==> config.mk <==
export PLATFORM = sky130hd
export DESIGN_NAME = lvds_rx
export DESIGN_NICKNAME = d
export VERILOG_FILES = /design/src/rtl/lvds_rx.sv
export SDC_FILE = /design/constraint.sdc
export NUM_CORES = 1
export LEC_CHECK = 0
export ABC_CLOCK_PERIOD_IN_PS = 3850
export BUFFER_PORTS_ARGS = -buffer_cell sky130_fd_sc_hd__buf_2
export CORE_MARGIN = 2
export CORE_UTILIZATION = 36
export CTS_BUF_LIST = sky130_fd_sc_hd__clkbuf_16
export CTS_CLUSTER_SIZE = 12
export DETAILED_ROUTE_END_ITERATION = 6
export GPL_TIMING_DRIVEN = 0
export PLACE_DENSITY = 0.55
export REMOVE_ABC_BUFFERS = 1
export SLEW_MARGIN = 5
export SYNTH_ARGS = -nofsm -noshare
export SYNTH_HDL_FRONTEND = slang
export SYNTH_SLANG_ARGS = --single-unit
==> constraint.sdc <==
create_clock -name rx_inclock -period 3.85 [get_ports rx_inclock]
set_input_delay 0.385 -clock rx_inclock [delete_from_list [all_inputs] [get_ports rx_inclock]]
set_output_delay 0.385 -clock rx_inclock [all_outputs]
set_load 0.005 [all_outputs]
==> src/rtl/lvds_rx.sv <==
// 2:1 DDR deserializer for the LVDS receive front end with a lock counter.
// Lane ch lands on rx_out[ch] (rising-edge bit) and rx_out[ch+NUM_CH] (falling-edge bit).
module lvds_rx #(
  parameter int NUM_CH      = 4,
  parameter int LOCK_CYCLES = 16
) (
  input  logic                  rx_inclock,
  input  logic                  rstn,
  input  logic [NUM_CH-1:0]     rx_in,
  output logic [2*NUM_CH-1:0]   rx_out,
  output logic                  rx_outclock,
  output logic                  rx_locked
);

  localparam int             CW        = $clog2(LOCK_CYCLES + 1);
  localparam logic [CW-1:0]  LOCK_LOAD = CW'(LOCK_CYCLES);
  localparam logic [CW-1:0]  CNT_ONE   = CW'(1);

  logic [NUM_CH-1:0] rise_q;
  logic [NUM_CH-1:0] fall_q;
  logic [CW-1:0]     lock_cnt;
  logic              lock_tc;
  logic              locked_nxt;

  assign rx_outclock = rx_inclock;

  // Down-counter reaches terminal count on the LOCK_CYCLES-th edge after release.
  assign lock_tc    = (lock_cnt == CNT_ONE);
  assign locked_nxt = rx_locked | lock_tc;

  always_ff @(posedge rx_inclock) begin
    if (!rstn) begin
      rise_q <= '0;
    end else begin
      rise_q <= rx_in;
    end
  end

  always_ff @(negedge rx_inclock) begin
    if (!rstn) begin
      fall_q <= '0;
    end else begin
      fall_q <= rx_in;
    end
  end

  always_ff @(posedge rx_inclock) begin
    if (!rstn) begin
      lock_cnt  <= LOCK_LOAD;
      rx_locked <= 1'b0;
    end else begin
      if (lock_cnt != '0) begin
        lock_cnt <= lock_cnt - CNT_ONE;
      end
      rx_locked <= locked_nxt;
    end
  end

  // Gate with the next lock state so rx_out carries data exactly when rx_locked is high.
  always_ff @(posedge rx_inclock) begin
    if (!rstn || !locked_nxt) begin
      rx_out <= '0;
    end else begin
      rx_out <= {fall_q, rise_q};
    end
  end

endmodule

==> summary.txt <==
Place
  • Hpwl dp: 674 µm
  • Port-buffer cells: 15
  • GPL Wtd Cong: 0.659

CTS
  • Hold_buf cts: 0
  • Post-CTS Setup Inserts: 0
  • Clock slew at reported path FFs: 60 ps
  • Post-CTS sizing: 0
  • CTS tree: yes
  • Worst-Skew Late Latency: 460 ps

Synth
  • Avg Inst Size Synth: 11.6 µm²
  • Yosys top cell area share: 0.633
  • Post-synthesis cell type count: 16
  • Leading area contributor after synthesis: dfxtp_1
  • Post-Syn Instances: 60
  • Post-synthesis register bit count: 22
  • Synth top area cells: dfxtp_1 63%, and3_1 7.2%, and2_1 5.4%, ha_1 5.4%, xnor2_1 3.8%
  • Yosys warns: 0
  • Sequential-to-total area share from yosys stat: 0.633
  • Netlist Area Pre-Place: 696 µm²

Global routing
  • Number of global-route vias before repair: 372
  • Largest net degree at the start of global routing: 18
  • Initial antenna violation count: 0
  • First-pass GRT wire length: 1540 µm
  • GRT Total Usage: 0.113
  • GRT overflow: 0

Critical path
  • CP Launch Type: clock port
  • Crit Path Category: clock port to output port
  • Critical path peak fanout: 2
  • Worst setup EP type: output port
  • Crit path DAT: 2280 ps
  • CP required: 3460 ps

Floorplan
  • Die width: 48.0 µm
  • Top Ports: 16
  • DIE HEIGHT: 48.0 µm
  • Die area: 0.00230 mm²
  • Initial core utilization: 0.394
  • Row cnt: 15
  • Core Region: 0.00176 mm²

Finish
  • Fin nets: 93
  • Fillers: 167
  • Footprint of the multi-input gates: 233 µm²
  • Seq. cell area: 440 µm²
  • Share of cells above drive strength 1: 0.277
  • Layout area overhead: 40.5%
  • Diode count: 0

Run
  • # Max-Cap Violations: 0

Route
  • DRC viols: 0
  • DR pass1 iterations: 2
  • Routed Antenna Nets: 0
  • DR iter-0 viols: 6
  • Routed vias: 451
  • Via/cell ratio: 4.18
  • DR WL/cell: 9.43 µm
  • Final wirelength: 1020 µm

STA
  • Max-slew violation count: 0
  • Final setup vio count: 0
  • Hold Vio Cnt, Final: 0
  • Worst Clk Skew: 94.9 ps
  • Max transition margin: 0.844
  • Setup TNS: 0 ps
  • RSZ-0062 raised after global routing: false
  • Hold_ws: 243 ps
  • Worst slew pin tran: 234 ps

Power
  • Power per cell area: 880 mW/mm²
  • Max rail drop VDD: 0.470 mV
  • Leakage power: 0.507 nW

Worst hold path
  • Worst Hold Class: input pin to flop

Status
  • Status: finished clean
## layout by cell type (no fill, tap or decap)
| master | count |
|---|---|
| nor3b_1 | 1 |
| and2_1 | 6 |
| nand2_1 | 3 |
| inv_1 | 6 |
| or4b_4 | 1 |
| o211a_1 | 1 |
| clkbuf_16 | 7 |
| dfxtp_1 | 22 |
| and3_1 | 8 |
| buf_2 | 15 |
| a21o_1 | 1 |
| ha_1 | 3 |
| nor3_1 | 2 |
| nor2_1 | 3 |
| xnor2_1 | 3 |
| mux2i_1 | 1 |
## final timing paths
path,endpoint,slack [ps],from,depth (start not counted)
worst min-delay path,rise_q[3],240,rx_in[3],2
worst min register to register,rx_out[1],460,rise_q[1],1
worst max-delay path,rx_outclock,1180,rx_inclock,3
worst max register to register,rx_out[7],1300,fall_q[3],1
## Yosys cell counts
library cell	instances
o211a_1	1
clkbuf_1	1
a21o_1	1
nor3b_1	1
and3_1	8
or4b_4	1
nor3_1	2
xnor2_1	3
inv_1	3
and2_1	6
dfxtp_1	22
buf_4	1
nor2_1	3
ha_1	3
nand2_1	3
mux2i_1	1
## where the power goes
part / internal (W) / switching, W / total (W) / leakage, nW
clock network: 0.000324 / 0.000110 / 0.000435 / 0.112
logic: 0.0000715 / 0.0000584 / 0.000130 / 0.215
registers: 0.000264 / 0.0000309 / 0.000295 / 0.181
## logic make-up after synthesis
kind of cell | after synthesis | synth area share
AND/OR/NAND/NOR | 24 | 0.203
flip-flops | 22 | 0.633
buffers and inverters | 5 | 0.0324
XOR/XNOR | 3 | 0.0378
adder cells (fa/ha/maj) | 3 | 0.0540
AO/OA/AOI/OAI | 2 | 0.0252
multiplexers | 1 | 0.0144
## stage by stage
step / worst slack, ps / instances / power [W] / util / instance area (µm²)
detailed placement: 1060 / 98 / 0.000448 / 0.448 / 791
global route: 1180 / 108 / 0.000910 / 0.554 / 977
CTS: 1180 / 108 / 0.000873 / 0.554 / 977
floorplan: 1290 / 58 / 0.000408 / - / 684
finish: 1180 / 108 / 0.000860 / 0.554 / 977
global placement: 1060 / 98 / 0.000448 / 0.448 / 791
## flip-flops by register name, indices dropped and copies added, names as in the netlist
register and count:
rx_out 8, lock_cnt 5, fall_q 4, rx_locked 1
rise_q 4
## critical path: stages
cell,delay [ps]
clkbuf_16,120
clkbuf_16,120
buf_2,110
## per-layer routing
layer | wire [µm] | share of wire | GRT usage | vias to the layer above
met5 | 0 | 0 | 0 | -
met4 | 31 | 0.030 | 0.162 | 0
met3 | 37 | 0.036 | 0.0453 | 3
met2 | 512 | 0.50 | 0.149 | 12
met1 | 436 | 0.43 | 0.112 | 195
li1 | - | - | - | 241
## cell type report
| cell class | instances | share of cell area |
|---|---|---|
| Tap cell | 25 | 0.0320 |
| Sequential cell | 22 | 0.451 |
| Timing Repair Buffer | 14 | 0.0717 |
| Clock inverter | 4 | 0.0154 |
| Inverter | 2 | 0.00768 |
| Clock buffer | 8 | 0.184 |
| Multi-Input combinational cell | 33 | 0.238 |
Power figures use the tool's default switching activity.
